$ cat src/rtl/alu_issue_stage_pkg.sv
// ============================================================================
// Module   : alu_defs (package)
// Purpose  : ALU opcode encoding, MIPS opcode/funct constants, issue entry type.
//            Optional macro: ALU_ISSUE_OVF_TRAP_EN adds the ovf_trap field.
// Revision : 1.0 - initial release
// ============================================================================
`default_nettype none

package alu_defs;

  localparam int ALU_DATA_WIDTH = 32;
  localparam int ALU_OP_WIDTH   = 4;

  localparam logic [ALU_OP_WIDTH-1:0] c_alu_and  = 4'b0000;
  localparam logic [ALU_OP_WIDTH-1:0] c_alu_or   = 4'b0001;
  localparam logic [ALU_OP_WIDTH-1:0] c_alu_add  = 4'b0010;
  localparam logic [ALU_OP_WIDTH-1:0] c_alu_lui  = 4'b0011;
  localparam logic [ALU_OP_WIDTH-1:0] c_alu_sltu = 4'b0100;
  localparam logic [ALU_OP_WIDTH-1:0] c_alu_sll  = 4'b0101;
  localparam logic [ALU_OP_WIDTH-1:0] c_alu_sub  = 4'b0110;
  localparam logic [ALU_OP_WIDTH-1:0] c_alu_slt  = 4'b0111;
  localparam logic [ALU_OP_WIDTH-1:0] c_alu_nor  = 4'b1001;
  localparam logic [ALU_OP_WIDTH-1:0] c_alu_xor  = 4'b1010;
  localparam logic [ALU_OP_WIDTH-1:0] c_alu_sra  = 4'b1011;
  localparam logic [ALU_OP_WIDTH-1:0] c_alu_srl  = 4'b1100;

  localparam logic [5:0] c_op_rtype = 6'h00;
  localparam logic [5:0] c_op_addi  = 6'h08;
  localparam logic [5:0] c_op_addiu = 6'h09;
  localparam logic [5:0] c_op_slti  = 6'h0A;
  localparam logic [5:0] c_op_sltiu = 6'h0B;
  localparam logic [5:0] c_op_andi  = 6'h0C;
  localparam logic [5:0] c_op_ori   = 6'h0D;
  localparam logic [5:0] c_op_xori  = 6'h0E;
  localparam logic [5:0] c_op_lui   = 6'h0F;
  localparam logic [5:0] c_op_lw    = 6'h23;
  localparam logic [5:0] c_op_sw    = 6'h2B;

  localparam logic [5:0] c_fn_sll   = 6'h00;
  localparam logic [5:0] c_fn_srl   = 6'h02;
  localparam logic [5:0] c_fn_sra   = 6'h03;
  localparam logic [5:0] c_fn_sllv  = 6'h04;
  localparam logic [5:0] c_fn_srlv  = 6'h06;
  localparam logic [5:0] c_fn_srav  = 6'h07;
  localparam logic [5:0] c_fn_add   = 6'h20;
  localparam logic [5:0] c_fn_addu  = 6'h21;
  localparam logic [5:0] c_fn_sub   = 6'h22;
  localparam logic [5:0] c_fn_subu  = 6'h23;
  localparam logic [5:0] c_fn_and   = 6'h24;
  localparam logic [5:0] c_fn_or    = 6'h25;
  localparam logic [5:0] c_fn_xor   = 6'h26;
  localparam logic [5:0] c_fn_nor   = 6'h27;
  localparam logic [5:0] c_fn_slt   = 6'h2A;
  localparam logic [5:0] c_fn_sltu  = 6'h2B;

  // One buffered ID/EX entry; the top's slots hold this as-is.
  typedef struct packed {
    logic [ALU_DATA_WIDTH-1:0] a;
    logic [ALU_DATA_WIDTH-1:0] b;
    logic [ALU_OP_WIDTH-1:0]   op;
    logic                      illegal;
`ifdef ALU_ISSUE_OVF_TRAP_EN
    logic                      ovf_trap;
`endif
  } issue_entry_t;

endpackage

`default_nettype wire

$ cat src/rtl/alu_issue_decode.sv
// ============================================================================
// Module   : alu_issue_decode
// Purpose  : Combinational MIPS instr/rs/rt -> ALU operands, opcode, illegal.
//            Optional macro: ALU_ISSUE_OVF_TRAP_EN drives the ovf_trap field.
// Revision : 1.0 - initial release
// ============================================================================
`default_nettype none

module alu_issue_decode
  import alu_defs::*;
(
  input  logic [ALU_DATA_WIDTH-1:0] instr,
  input  logic [ALU_DATA_WIDTH-1:0] rs_data,
  input  logic [ALU_DATA_WIDTH-1:0] rt_data,
  output issue_entry_t              dec
);

  logic [5:0]                w_opcode;
  logic [5:0]                w_funct;
  logic [4:0]                w_shamt;
  logic [15:0]               w_imm;
  logic [ALU_DATA_WIDTH-1:0] w_imm_sext;
  logic [ALU_DATA_WIDTH-1:0] w_imm_zext;
  logic                      w_unused_fields;

  assign w_opcode        = instr[31:26];
  assign w_funct         = instr[5:0];
  assign w_shamt         = instr[10:6];
  assign w_imm           = instr[15:0];
  assign w_imm_sext      = {{(ALU_DATA_WIDTH-16){w_imm[15]}}, w_imm};
  assign w_imm_zext      = {{(ALU_DATA_WIDTH-16){1'b0}}, w_imm};
  // Register specifiers are resolved upstream; only their values arrive here.
  assign w_unused_fields = ^instr[25:16];

  always_comb begin
    dec         = '0;
    dec.op      = c_alu_add;
    dec.illegal = 1'b1;
    case (w_opcode)
      c_op_rtype: begin
        dec.a       = rs_data;
        dec.b       = rt_data;
        dec.illegal = 1'b0;
        case (w_funct)
          c_fn_add, c_fn_addu: dec.op = c_alu_add;
          c_fn_sub, c_fn_subu: dec.op = c_alu_sub;
          c_fn_and:            dec.op = c_alu_and;
          c_fn_or:             dec.op = c_alu_or;
          c_fn_xor:            dec.op = c_alu_xor;
          c_fn_nor:            dec.op = c_alu_nor;
          c_fn_slt:            dec.op = c_alu_slt;
          c_fn_sltu:           dec.op = c_alu_sltu;
          c_fn_sllv:           dec.op = c_alu_sll;
          c_fn_srlv:           dec.op = c_alu_srl;
          c_fn_srav:           dec.op = c_alu_sra;
          // Immediate shifts: shift amount comes from the shamt field.
          c_fn_sll: begin
            dec.op = c_alu_sll;
            dec.a  = {{(ALU_DATA_WIDTH-5){1'b0}}, w_shamt};
          end
          c_fn_srl: begin
            dec.op = c_alu_srl;
            dec.a  = {{(ALU_DATA_WIDTH-5){1'b0}}, w_shamt};
          end
          c_fn_sra: begin
            dec.op = c_alu_sra;
            dec.a  = {{(ALU_DATA_WIDTH-5){1'b0}}, w_shamt};
          end
          default: begin
            dec.a       = '0;
            dec.b       = '0;
            dec.op      = c_alu_add;
            dec.illegal = 1'b1;
          end
        endcase
`ifdef ALU_ISSUE_OVF_TRAP_EN
        dec.ovf_trap = (w_funct == c_fn_add) || (w_funct == c_fn_sub);
`endif
      end
      c_op_addi, c_op_addiu, c_op_lw, c_op_sw: begin
        dec.a       = rs_data;
        dec.b       = w_imm_sext;
        dec.op      = c_alu_add;
        dec.illegal = 1'b0;
`ifdef ALU_ISSUE_OVF_TRAP_EN
        dec.ovf_trap = (w_opcode == c_op_addi);
`endif
      end
      c_op_slti: begin
        dec.a       = rs_data;
        dec.b       = w_imm_sext;
        dec.op      = c_alu_slt;
        dec.illegal = 1'b0;
      end
      c_op_sltiu: begin
        dec.a       = rs_data;
        dec.b       = w_imm_sext;
        dec.op      = c_alu_sltu;
        dec.illegal = 1'b0;
      end
      c_op_andi: begin
        dec.a       = rs_data;
        dec.b       = w_imm_zext;
        dec.op      = c_alu_and;
        dec.illegal = 1'b0;
      end
      c_op_ori: begin
        dec.a       = rs_data;
        dec.b       = w_imm_zext;
        dec.op      = c_alu_or;
        dec.illegal = 1'b0;
      end
      c_op_xori: begin
        dec.a       = rs_data;
        dec.b       = w_imm_zext;
        dec.op      = c_alu_xor;
        dec.illegal = 1'b0;
      end
      c_op_lui: begin
        dec.a       = '0;
        dec.b       = w_imm_zext;
        dec.op      = c_alu_lui;
        dec.illegal = 1'b0;
      end
      default: ;
    endcase
  end

endmodule

`default_nettype wire

$ cat src/rtl/alu_issue_stage.sv
// ============================================================================
// Module   : alu_issue_stage
// Purpose  : Decode/issue stage with 2-entry skid buffer feeding the ALU.
//            Optional macro: ALU_ISSUE_OVF_TRAP_EN adds the ovf_trap output.
// Revision : 1.0 - initial release
// ============================================================================
`default_nettype none

module alu_issue_stage
  import alu_defs::*;
#(
  parameter int DATA_WIDTH = 32,
  parameter int OP_WIDTH   = 4
) (
  input  logic                  clk,
  input  logic                  rst,
  input  logic                  in_valid,
  output logic                  in_ready,
  input  logic [DATA_WIDTH-1:0] instr,
  input  logic [DATA_WIDTH-1:0] rs_data,
  input  logic [DATA_WIDTH-1:0] rt_data,
  output logic                  out_valid,
  input  logic                  out_ready,
  output logic [DATA_WIDTH-1:0] alu_a,
  output logic [DATA_WIDTH-1:0] alu_b,
  output logic [OP_WIDTH-1:0]   alu_op,
  output logic                  illegal,
  output logic [31:0]           issue_count
`ifdef ALU_ISSUE_OVF_TRAP_EN
  ,
  output logic                  ovf_trap
`endif
);

  issue_entry_t w_dec;
  issue_entry_t r_main;
  issue_entry_t r_skid;
  logic         r_main_valid;
  logic         r_skid_valid;
  logic [31:0]  r_issue_count;
  logic         w_accept;
  logic         w_drain;

  alu_issue_decode u_decode (
    .instr   (instr),
    .rs_data (rs_data),
    .rt_data (rt_data),
    .dec     (w_dec)
  );

  assign w_accept = in_valid & in_ready;
  assign w_drain  = r_main_valid & out_ready;

  always_ff @(posedge clk) begin
    if (rst) begin
      r_main        <= '0;
      r_skid        <= '0;
      r_main_valid  <= 1'b0;
      r_skid_valid  <= 1'b0;
      r_issue_count <= '0;
    end else begin
      if (w_drain) begin
        r_issue_count <= r_issue_count + 32'd1;
      end
      // Main slot frees up this edge: refill from skid first to keep order.
      if (!r_main_valid || w_drain) begin
        if (r_skid_valid) begin
          r_main       <= r_skid;
          r_main_valid <= 1'b1;
          r_skid_valid <= 1'b0;
        end else if (w_accept) begin
          r_main       <= w_dec;
          r_main_valid <= 1'b1;
        end else begin
          r_main_valid <= 1'b0;
        end
      end else if (w_accept) begin
        r_skid       <= w_dec;
        r_skid_valid <= 1'b1;
      end
    end
  end

  assign in_ready    = ~r_skid_valid;
  assign out_valid   = r_main_valid;
  assign alu_a       = r_main.a;
  assign alu_b       = r_main.b;
  assign alu_op      = r_main.op;
  assign illegal     = r_main.illegal;
  assign issue_count = r_issue_count;
`ifdef ALU_ISSUE_OVF_TRAP_EN
  assign ovf_trap    = r_main.ovf_trap;
`endif

endmodule

`default_nettype wire

$ cat config.mk
export PLATFORM = sky130hd
export DESIGN_NAME = alu_issue_stage
export DESIGN_NICKNAME = d
export VERILOG_FILES = /design/src/rtl/alu_issue_stage_pkg.sv /design/src/rtl/alu_issue_decode.sv /design/src/rtl/alu_issue_stage.sv
export SDC_FILE = /design/constraint.sdc
export NUM_CORES = 1
export LEC_CHECK = 0
export CELL_PAD_IN_SITES_DETAIL_PLACEMENT = 0
export CELL_PAD_IN_SITES_GLOBAL_PLACEMENT = 1
export CORE_MARGIN = 2
export CORE_UTILIZATION = 28
export CTS_BUF_LIST = sky130_fd_sc_hd__clkbuf_4
export CTS_CLUSTER_DIAMETER = 80
export DETAILED_ROUTE_END_ITERATION = 16
export PLACE_DENSITY = 0.66
export SYNTH_ARGS = -nofsm -noshare
export SYNTH_HDL_FRONTEND = slang
export SYNTH_SLANG_ARGS = --single-unit
$ cat constraint.sdc
create_clock -name clk -period 4.9 [get_ports clk]
set_input_delay 0.49 -clock clk [delete_from_list [all_inputs] [get_ports clk]]
set_output_delay 0.49 -clock clk [all_outputs]
set_load 0.02 [all_outputs]
Word level (Yosys, flattened, before mapping). Index checks and enable logic that the tools add are counted.

Bitwise operators: 4. Equality and inequality tests: 25. Reductions and logical operators: 16. Muxes and demuxes: 9. $add $sub $neg: 1.

Operator list (number): $pmux 69 s8 (1); $mux 69 (2); $eq 6x6->1 const B (12); $pmux 32 s2 (1); $eq 6x4->1 const B (8); $pmux 4 s10 (1); $add 32x1->32 const B (1); $mux 32 (1); $eq 6x3->1 const B (3); $reduce_or 16->1 (1); $reduce_or 13->1 (1); $eq 6x2->1 const B (2); $logic_not 6->1 (2); $reduce_or 2->1 (5); $reduce_and 2->1 (2); $reduce_or 4->1 (1); $mux 1 (3); $reduce_or 3->1 (1); $and 1x1->1 (2); $not 1->1 (2); $reduce_bool 2->1 (1); $logic_not 1->1 (1); $logic_or 1x1->1 (1).

Output and inout port bits: 103. Word-level logic and storage cells: 66. Register bits after elaboration: 172. Bits of input ports: 100.

Logic depth before layout (Yosys ltp). Gate-level depths: netlist of run 1.

Word-level depth: 6. Mapped depth: 8. Depth with buffers taken out: 6.

Cells and area by module. A second synthesis of run 1 with hierarchy kept.

Cells, all modules: 927. Area total of the unflattened synthesis: 7816.2 sq um.

By module, submodules not included: alu_issue_stage (cells an instance 790, instances 1, seq. area each 3443.3 sq um, area an instance 6894.1 sq um); alu_issue_decode (cells an instance 137, instances 1, seq. area each 0.0 sq um, area an instance 922.1 sq um).

Least setup slack after synthesis of run 1. Ideal clock, no wire load.

Kind: input port to flip-flop. Start: input instr[27]. End: register r_skid[65] (netlist name). Data required time: 4.829 ns. Setup time: 0.071 ns. Arrival time: 2.480 ns. Path slack: 2.349 ns. Path buffers: 3. Stages on the path: 8. Cells stage by stage: clkbuf_1 > or4_1 > or4_4 > o31ai_4 > buf_6 > buf_4 > nand3_1 > a21oi_1.

Word-level cells in the longest chain between the ends: 3. Elaborated cells between the ends (all ways): 13. Classes of those cells: eq/ne (10); mux (1); reduce/logical (2).

Ends and longest elaborated chain: from (decl) (line alu_issue_stage.sv:19) `input logic [DATA_WIDTH-1:0] instr,`; $eq 6x4->1 / $eq 6x6->1 (equally long branches) (line alu_issue_decode.sv:39) `case (w_opcode)`; $reduce_or 4->1 (line alu_issue_decode.sv:39); $pmux 69 s8 * (line alu_issue_decode.sv:39); to (signal assigned) (line alu_issue_stage.sv:78) `r_skid <= w_dec;`; to (decl) (line alu_issue_stage.sv:37) `issue_entry_t r_skid;`.

Every way passes the cells marked *; elsewhere a longest branch is shown, timed or not. A chain may end at the register's enable or synchronous reset.

Final worst setup path of run 1.
Start: register r_skid_valid. End: output in_ready.

Word-level cells in the longest chain between the ends: 1.

Ends and longest elaborated chain: from (decl) (line alu_issue_stage.sv:39) `logic r_skid_valid;`; from (signal assigned) (line alu_issue_stage.sv:59) `r_skid_valid <= 1'b0;`; from (signal assigned) (line alu_issue_stage.sv:70) `r_skid_valid <= 1'b0;`; from (signal assigned) (line alu_issue_stage.sv:79) `r_skid_valid <= 1'b1;`; $not 1->1 (line alu_issue_stage.sv:84) `assign in_ready = ~r_skid_valid;`; to (decl) (line alu_issue_stage.sv:18) `output logic in_ready,`.

No other way between the ends.

==> run summary, run 1 <==
===============================================================================================
Worst relative slew slack                                                                 30.2%
Effective utilization at floorplan                                                        28.4%
Cell count after synthesis                                                                  896
Most common cell in the netlist                                                    sky130_fd_sc_hd__dfxtp_1
Worst setup path start                                                             r_skid_valid
Floorplan die height                                                                     166 um
Post-route DRC violation count                                                                0
Layout cells sized above 1                                                                5.51%
Net count after synthesis                                                                   997
Cell variety after synth                                                                     45
Clock tree from TritonCTS                                                                  done
Hold_sp                                                                              r_skid[45]
List of cells traversed by the critical path                                       buf_4 -> inv_2 -> buf_4 -> clkdlybuf4s50_1
Final core utilization                                                                    37.8%
GRT Residual Overflow                                                                         0
Post-synthesis register bit count                                                           172
Biggest area consumer among synthesized cells                                      sky130_fd_sc_hd__dfxtp_1
Min setup slack post-route                                                              1.72 ns
H-tree levels                                                                                 4
Number of ports placed on the die boundary                                                  203
Wirelength, routed                                                                     23500 um
Number of CTS-inserted buffers                                                               17
Arrival time reported for the critical path endpoint                                    2.69 ns
Slowest cell on crit path                                                          sky130_fd_sc_hd__dfxtp_2
Switching share of total power                                                            31.2%
Setup repair after global routing missed its margin                                          no
Total power divided by cell area                                                    274 mW/mm^2
Proportion of power drawn by the clock network                                            30.3%
Period utilization                                                                        64.9%
Max IR drop VDD                                                                        0.143 mV
Root cell of the clock tree                                                        sky130_fd_sc_hd__clkbuf_4
Number of hold violations in the final report                                                 0
Mean cell area of the mapped netlist                                                 8.21 sq um
Post-DP HPWL                                                                           14700 um
Buf+Inv Stages, Crit Path                                                                     4
Worst-path fanout max                                                                        23
Fin cells                                                                                  1389
Category of the worst setup path launch point                                         flip-flop
Relative contribution of sequential cells to total power                                  54.9%
Top cell types by occurrence after synthesis                                       sky130_fd_sc_hd__dfxtp_1, sky130_fd_sc_hd__nand2_1, sky130_fd_sc_hd__nand3_1, sky130_fd_sc_hd__nor2_1, sky130_fd_sc_hd__clkbuf_1
First drt pass iteration count                                                                5
Largest buffer count on any clock path                                                        2
Launch instance of the worst register-to-register path                             r_skid_valid
Leakage                                                                              0.00303 uW
Placed instance count                                                                      1356
Clock input transition at the sequential cells of the worst setup and hold paths        0.15 ns
NumNets Final                                                                              1141
Quantity of hold-fixing buffers added after cts                                               0
Routed via count divided by cell count                                                     5.10
Fraction of the yosys area taken by sequential cells                                      46.8%
Post-synthesis async set-or-reset flop share                                                 0%
Tot GR Track Use                                                                          16.8%
Cell row count                                                                               59
Number of DRC markers in iteration 0                                                        510
Critical path type                                                                   reg -> out
Most frequent CP cell                                                              sky130_fd_sc_hd__buf_4
Largest net degree at the start of global routing                                           120
Worst clock skew on the final layout                                                  0.0244 ns
Setup crit end kind                                                                  output pin
Number of global-route vias before repair                                                  6763
Cell Int Power                                                                          1840 uW
Core footprint                                                                     0.0259 sq mm
Number of warnings issued by yosys                                                            0
Final-report max-slew violation count                                                         0
Most used flip-flop cell after synthesis                                           sky130_fd_sc_hd__dfxtp_1
Post-CTS setup buffer count                                                                   0
Input/output buffers                                                                        192
Sink count of the clock tree                                                                172
Setup-failing EPs final                                                                       0
Largest stage delay on the critical path                                                0.65 ns
Leading post-synthesis cells by cell area                                          sky130_fd_sc_hd__dfxtp_1, sky130_fd_sc_hd__nand3_1, sky130_fd_sc_hd__a211oi_1
First-pass GRT wire length                                                             37900 um
Post-route setup TNS                                                                       0 ns
Placement Setup Slack                                                                   1.32 ns
Combinational power share                                                                 14.8%
Largest delay contributor family on the critical path                              buffers and inverters
Die extent in x                                                                          166 um
Count of antenna-violating nets left after detailed routing                                   0
Cts repair resizes                                                                            0
Die Area                                                                           0.0276 sq mm
Final Wtd Congestion                                                                      0.734
Minimum period implied by the final worst setup slack                                   3.18 ns
Netlist area before placement                                                      0.00736 sq mm
Area grow syn2layout                                                                      32.9%
Vias after detailed routing                                                                7089
Status                                                                             complete, no violations
Clock network latency to the later pin of the worst-skew pair                           0.57 ns
Transition at the pin with the smallest max-transition slack                            1.05 ns
Drt wl/cell                                                                             16.9 um
Class of the worst hold path                                                         reg -> reg
Peak clock frequency supported by timing                                                315 MHz
Number of max-cap violations                                                                  0
Required arrival time at the worst endpoint                                             4.41 ns
Number of flops mapped to enable cells by yosys                                               0
Power spent charging and discharging nets                                                836 uW
Area share of the leading cell type in the synthesized netlist                            46.8%
Number of antenna violations at the first check in global routing                             1
===============================================================================================
layer usage:
metal / track usage, % / vias to the layer above / wire [um]
li1: - / 3541 / -
met1: 23.6 / 3337 / 11300
met2: 26.5 / 199 / 10700
met3: 3.48 / 12 / 1230
met4: 4.16 / 0 / 194
met5: 0 / - / 0
power groups by stage:
stage / combinational, uW / clock, uW / sequential, uW
2_1_floorplan: 164 / 0 / 1530
3_3_place_gp: 401 / 0 / 1500
3_5_place_dp: 402 / 0 / 1500
4_1_cts: 403 / 856 / 1470
5_1_grt: 431 / 909 / 1480
6_report: 397 / 811 / 1470
flip-flops by register name (all words and copies together) (netlist names):
register,cells
alu_b,32
alu_op,4
r_skid_valid,1
out_valid,1
illegal,1
issue_count,32
alu_a,32
r_skid,69
kinds of logic (layout without fill, tap and decap cells):
family	count (synthesis)	in the layout	share of synthesized area, %
compound gates	230	230	21.2
xor+xnor	26	26	3.09
fa+ha+maj	1	1	0.170
buf+inv	93	250	5.02
flops	172	172	46.8
other cells	0	1	0
simple gates	374	374	23.8
cell type report:
class                   count  area, sq um
fillers                  2705        16100
well taps                 335          419
clock buffers              17          128
inverters                  10         37.5
flip-flops and latches    172         3440
repair buffers            208         2040
multi-input cells         631         3580
diodes                      1         2.50
clock inverters            15          128
placed cells by master, fill, tap and decap left out, types with 20 or more instances in the layout:
cell type                         instances
sky130_fd_sc_hd__nand2_1                102
sky130_fd_sc_hd__a22oi_1                 21
sky130_fd_sc_hd__a211oi_1                57
sky130_fd_sc_hd__nand3_1                 94
sky130_fd_sc_hd__a21oi_1                 46
sky130_fd_sc_hd__a31oi_1                 29
sky130_fd_sc_hd__xnor2_1                 20
sky130_fd_sc_hd__nor2_1                  80
sky130_fd_sc_hd__clkdlybuf4s50_1        191
sky130_fd_sc_hd__nor3_1                  35
sky130_fd_sc_hd__o21ai_0                 27
sky130_fd_sc_hd__dfxtp_1                171
tightest hold or removal path: stages, from the launching register on:
cell,delay [ns]
sky130_fd_sc_hd__dfxtp_1,0.34
sky130_fd_sc_hd__nand2_1,0.05
sky130_fd_sc_hd__a21oi_1,0.05
per-stage QoR:
stage          total power [uW]  hold slack [ns]  cell area [sq um]
6_report                   2680            0.462               9780
4_1_cts                    2730            0.420               9780
2_1_floorplan              1700            0.432               7360
5_1_grt                    2820            0.441               9780
3_3_place_gp               1900            0.439               9530
3_5_place_dp               1900            0.444               9530
final timing paths:
| kind | endpoint | slack [ns] | depth (start not counted) |
|---|---|---|---|
| setup / recovery | in_ready | 1.72 | 4 |
| hold / removal | r_skid[45] | 0.46 | 2 |
| setup reg to reg | r_skid[63] | 2.38 | 5 |
| hold reg to reg | r_skid[45] | 0.46 | 2 |
Power figures use the tool's default switching activity.
==> run 2: changes to the inputs <==
==> constraint.sdc (replaced) <==
create_clock -name clk -period 3.25 [get_ports clk]
set_input_delay 0.325 -clock clk [delete_from_list [all_inputs] [get_ports clk]]
set_output_delay 0.325 -clock clk [all_outputs]
set_load 0.02 [all_outputs]
==> run summary, run 2 (synthesis results as in run 1) <==
===============================================================================================
Cell row count                                                                               59
Quantity of hold-fixing buffers added after cts                                               0
Arrival time reported for the critical path endpoint                                    2.06 ns
Routed via count divided by cell count                                                     5.09
Hold_sp                                                                                     rst
Tot GR Track Use                                                                          16.8%
Post-CTS setup buffer count                                                                   0
Number of ports placed on the die boundary                                                  203
Most used cells in the layout excluding fill and tap cells                         sky130_fd_sc_hd__clkdlybuf4s50_1, sky130_fd_sc_hd__dfxtp_1, sky130_fd_sc_hd__nand2_1
Post-route setup TNS                                                                       0 ns
Post-route DRC violation count                                                                0
Most flops, register                                                                     r_skid
First-pass GRT wire length                                                             37800 um
Number of global-route vias before repair                                                  6819
Number of cells on the worst hold path                                                        2
Critical path type                                                                   reg -> out
Final Wtd Congestion                                                                      0.731
Wirelength, routed                                                                     23600 um
Largest net degree at the start of global routing                                            76
Worst r2r path cells                                                                          5
Top Metal Used                                                                             met4
Core footprint                                                                     0.0259 sq mm
Launch instance of the worst register-to-register path                             issue_count[11]
Input/output buffers                                                                        192
Die Area                                                                           0.0276 sq mm
Clock tree from TritonCTS                                                                  done
Largest buffer count on any clock path                                                        2
Min setup slack post-route                                                             0.862 ns
Required arrival time at the worst endpoint                                             2.92 ns
Max IR drop VDD                                                                        0.236 mV
Class of the worst hold path                                                          in -> reg
Cts repair resizes                                                                            0
Setup slack, reg-to-reg                                                                 1.14 ns
Total power divided by cell area                                                    409 mW/mm^2
Root cell of the clock tree                                                        sky130_fd_sc_hd__clkbuf_4
Count of antenna-violating nets left after detailed routing                                   0
Number of hold violations in the final report                                                 0
Layout cells sized above 1                                                                6.49%
M1 WL                                                                                  11500 um
Minimum period implied by the final worst setup slack                                   2.39 ns
Setup crit end kind                                                                  output pin
Routed length on met2                                                                  10700 um
GRT Residual Overflow                                                                         0
Number of antenna violations at the first check in global routing                             2
Clock network latency to the later pin of the worst-skew pair                           0.55 ns
Setup-failing EPs final                                                                       0
Final total power                                                                       4060 uW
Final-report max-slew violation count                                                         0
Transition at the pin with the smallest max-transition slack                           0.864 ns
Worst relative slew slack                                                                 42.2%
Status                                                                             complete, no violations
Met3 routed wirelength                                                                  1150 um
Number of max-cap violations                                                                  0
Effective utilization at floorplan                                                        28.4%
Drt wl/cell                                                                             16.8 um
Worst-path fanout max                                                                        22
Worst clock skew on the final layout                                                  0.0233 ns
Final core utilization                                                                    38.4%
Number of CTS-inserted buffers                                                               17
Setup repair after global routing missed its margin                                          no
Clock input transition at the sequential cells of the worst setup and hold paths        0.16 ns
Placement Setup Slack                                                                  0.315 ns
Period utilization                                                                        73.5%
Area grow syn2layout                                                                      35.0%
Hold Slack                                                                             0.144 ns
Number of DRC markers in iteration 0                                                        418
First drt pass iteration count                                                                5
Worst reg2reg endpoint                                                             issue_count[31]
Endpoint of the worst hold path                                                    issue_count[29]
Sink count of the clock tree                                                                172
Most common cell after layout, fill and taps aside                                 sky130_fd_sc_hd__clkdlybuf4s50_1
Leakage                                                                              0.00309 uW
Die extent in x                                                                          166 um
Post-DP HPWL                                                                           15000 um
Vias after detailed routing                                                                7132
NumNets Final                                                                              1151
Largest register FFs                                                                         69
Category of the worst setup path launch point                                         flip-flop
Peak clock frequency supported by timing                                                419 MHz
H-tree levels                                                                                 4
Floorplan die height                                                                     166 um
===============================================================================================
[run 2: cell count changes in the layout (fill, tap and decap cells not counted), moves of 2 or more]
cell	previous run	this run
sky130_fd_sc_hd__inv_8	4	1
sky130_fd_sc_hd__buf_12	0	5
sky130_fd_sc_hd__buf_4	16	21
sky130_fd_sc_hd__clkinvlp_4	0	3
sky130_fd_sc_hd__inv_6	6	4
[run 2: report_power, final]
group          leakage (uW)  internal, uW  switching (uW)
sequential          0.00140          2180            39.6
combinational       0.00156           276             339
clock              0.000139           403             827
total               0.00309          2860            1210
[run 2: metrics by stage]
| stage | cell area (sq um) | cells |
|---|---|---|
| 2_1_floorplan | 7360 | 896 |
| 3_5_place_dp | 9660 | 1366 |
| 4_1_cts | 9930 | 1398 |
| 3_3_place_gp | 9660 | 1366 |
| 6_report | 9940 | 1400 |
| 5_1_grt | 9940 | 1400 |
[run 2: worst max-delay path by stage]
stage	start	end	cells past startpoint
2_1_floorplan	instr[27]	r_skid[65]	8
3_3_place_gp	instr[27]	r_skid[40]	7
3_5_place_dp	instr[27]	r_skid[40]	7
4_1_cts	r_skid_valid	in_ready	2
5_1_grt	r_skid_valid	in_ready	2
6_report	r_skid_valid	in_ready	2
[run 2: critical path, cell delays in order (launching register included)]
cell                              delay [ns]
sky130_fd_sc_hd__dfxtp_2                0.69
sky130_fd_sc_hd__inv_2                  0.24
sky130_fd_sc_hd__clkdlybuf4s50_1        0.59
[run 2: layout make-up]
type / instances / area [sq um]
diodes: 2 / 5.00
clock buffers: 18 / 135
clock inverters: 14 / 134
fillers: 2709 / 16000
inverters: 10 / 37.5
multi-input cells: 631 / 3580
flip-flops and latches: 172 / 3440
well taps: 335 / 419
repair buffers: 218 / 2180
[run 2: routing by layer]
metal	global-route usage [%]	vias up
met5	0	-
met4	3.40	0
met3	3.91	14
met2	26.9	163
met1	23.2	3408
li1	-	3547
==> run 3: changes to the inputs <==
--- a/config.mk
+++ b/config.mk
@@ -12,7 +12,7 @@
 export CTS_BUF_LIST = sky130_fd_sc_hd__clkbuf_4
 export CTS_CLUSTER_DIAMETER = 80
 export DETAILED_ROUTE_END_ITERATION = 16
-export PLACE_DENSITY = 0.66
+export PLACE_DENSITY = 0.69
 export SYNTH_ARGS = -nofsm -noshare
 export SYNTH_HDL_FRONTEND = slang
 export SYNTH_SLANG_ARGS = --single-unit
==> constraint.sdc (replaced) <==
create_clock -name clk -period 2 [get_ports clk]
set_input_delay 0.2 -clock clk [delete_from_list [all_inputs] [get_ports clk]]
set_output_delay 0.2 -clock clk [all_outputs]
set_load 0.02 [all_outputs]
==> run summary, run 3 (synthesis results as in run 1) <==
===============================================================================================
Number of DRC markers in iteration 0                                                        532
Core footprint                                                                     0.0259 sq mm
Final total power                                                                       6760 uW
Placed instance count                                                                      1407
Class of the worst hold path                                                          in -> reg
Final core utilization                                                                    41.4%
Area grow syn2layout                                                                      45.8%
Arrival time reported for the critical path endpoint                                    2.38 ns
Vias after detailed routing                                                                7372
Most flops, register                                                                     r_skid
Switching share of total power                                                            31.4%
Number of CTS-inserted buffers                                                               17
NumNets Final                                                                              1202
Number of ports placed on the die boundary                                                  203
Clock tree from TritonCTS                                                                  done
Largest buffer count on any clock path                                                        2
Number of max-cap violations                                                                  0
Cell Int Power                                                                          4640 uW
Worst-path fanout max                                                                        17
H-tree levels                                                                                 4
Layout cells sized above 1                                                                14.5%
Combinational power share                                                                 16.9%
Worst r2r path cells                                                                          6
Floorplan die height                                                                     166 um
Total power divided by cell area                                                    630 mW/mm^2
Clock input transition at the sequential cells of the worst setup and hold paths        0.16 ns
Relative contribution of sequential cells to total power                                  53.3%
Required arrival time at the worst endpoint                                             2.48 ns
Number of global-route vias before repair                                                  6922
Capture point of the critical path                                                    alu_b[30]
Max IR drop VDD                                                                        0.360 mV
Input/output buffers                                                                        192
Leakage                                                                              0.00353 uW
Period utilization                                                                        95.4%
Launch instance of the worst register-to-register path                             issue_count[11]
Cell row count                                                                               59
Number of fill cells in the layout                                                         2570
Number of hold violations in the final report                                                 0
Worst reg2reg endpoint                                                             issue_count[31]
Most used cells in the layout excluding fill and tap cells                         sky130_fd_sc_hd__clkdlybuf4s50_1, sky130_fd_sc_hd__dfxtp_1, sky130_fd_sc_hd__nand2_1
GRT Residual Overflow                                                                         0
Hold Slack                                                                             0.177 ns
Routed via count divided by cell count                                                     5.08
First drt pass iteration count                                                                5
Worst clock skew on the final layout                                                  0.0323 ns
Tot GR Track Use                                                                          17.4%
Setup repair after global routing missed its margin                                          no
Sink count of the clock tree                                                                172
Setup crit end kind                                                                   flip-flop
Number of antenna violations at the first check in global routing                             1
Proportion of power drawn by the clock network                                            29.8%
Worst setup path start                                                                instr[29]
Count of antenna-violating nets left after detailed routing                                   0
Die Area                                                                           0.0276 sq mm
Clock network latency to the later pin of the worst-skew pair                           0.57 ns
First-pass GRT wire length                                                             39000 um
Transition at the pin with the smallest max-transition slack                           0.433 ns
Most common cell after layout, fill and taps aside                                 sky130_fd_sc_hd__clkdlybuf4s50_1
Setup slack, reg-to-reg                                                                 0.28 ns
Final Wtd Congestion                                                                      0.797
Drt wl/cell                                                                             17.4 um
Wirelength, routed                                                                     25300 um
Largest net degree at the start of global routing                                            59
Peak clock frequency supported by timing                                                524 MHz
Power spent charging and discharging nets                                               2130 uW
Setup-failing EPs final                                                                       0
Status                                                                             complete, no violations
Post-DP HPWL                                                                           16200 um
Largest register FFs                                                                         69
Effective utilization at floorplan                                                        28.4%
Category of the worst setup path launch point                                         input pin
Minimum period implied by the final worst setup slack                                   1.91 ns
Critical path type                                                                    in -> reg
Die extent in x                                                                          166 um
Worst relative slew slack                                                                 71.1%
Post-route setup TNS                                                                       0 ns
Fin cells                                                                                  1450
Final-report max-slew violation count                                                         0
Post-route DRC violation count                                                                0
Root cell of the clock tree                                                        sky130_fd_sc_hd__clkbuf_4
===============================================================================================
run 3: cell count changes in the layout (fill, tap and decap cells not counted), sizes merged, moves of 2 or more:
cell           delta
buf              +45
clkdlybuf4s50     -8
dlymetal6s2s      +8
clkbuf            +4
inv               +2
run 3: layout make-up:
cell class,count,area [sq um],share of cell area (%)
clock inverters,15,155,1.45
diodes,1,2.50,0.0233
flip-flops and latches,172,3450,32.1
clock buffers,17,128,1.19
multi-input cells,631,3780,35.2
well taps,335,419,3.91
inverters,10,37.5,0.350
repair buffers,269,2760,25.8
run 3: power groups by stage:
| stage | sequential [uW] | combinational (uW) | clock (uW) |
|---|---|---|---|
| finish | 3610 | 1140 | 2010 |
| floorplan | 3760 | 416 | 0 |
| global route | 3620 | 1230 | 2260 |
| global placement | 3680 | 1090 | 0 |
| detailed placement | 3680 | 1080 | 0 |
| CTS | 3610 | 1090 | 2110 |
run 3: how the worst min path moves through the flow:
stage	slack, ns	start	to	cells after the start
global route	0.14	instr[27]	alu_op[2]	4
finish	0.18	instr[29]	r_skid[3]	4
floorplan	0.34	rs_data[21]	r_skid[58]	2
global placement	0.44	r_skid[53]	r_skid[53]	2
CTS	0.14	rt_data[16]	r_skid[21]	3
detailed placement	0.44	r_skid[65]	r_skid[65]	2
run 3: what timing repair did:
| action | CTS | global route |
|---|---|---|
| gates resized for setup | 0 | 37 |
| buffers inserted | 0 | 3 |
| endpoints found under the setup margin | 0 | 73 |
| hold endpoints to repair | 14 | 0 |
| hold buffers | 1 | 0 |
run 3: metrics by stage:
stage,instance area (sq um),worst slack (ns)
floorplan,7470,-0.191
global placement,10100,-0.568
detailed placement,10100,-0.635
CTS,10400,0.0106
global route,10700,0.00711
finish,10700,0.0925
run 3: critical path, stage by stage:
cell and delay [ns]:
sky130_fd_sc_hd__dlymetal6s2s_1 0.13, sky130_fd_sc_hd__or4_4 0.54, sky130_fd_sc_hd__or4_4 0.55, sky130_fd_sc_hd__a211oi_4 0.27, sky130_fd_sc_hd__buf_6 0.15, sky130_fd_sc_hd__clkbuf_16 0.17, sky130_fd_sc_hd__nand2_1 0.10, sky130_fd_sc_hd__a221oi_1 0.26
run 3: routing by layer:
metal | vias to the layer above | track usage, % | routed length (um)
li1 | 3663 | - | -
met5 | - | 0 | 0
met2 | 209 | 27.0 | 11600
met4 | 0 | 3.36 | 111
met3 | 5 | 3.48 | 1300
met1 | 3495 | 25.2 | 12200
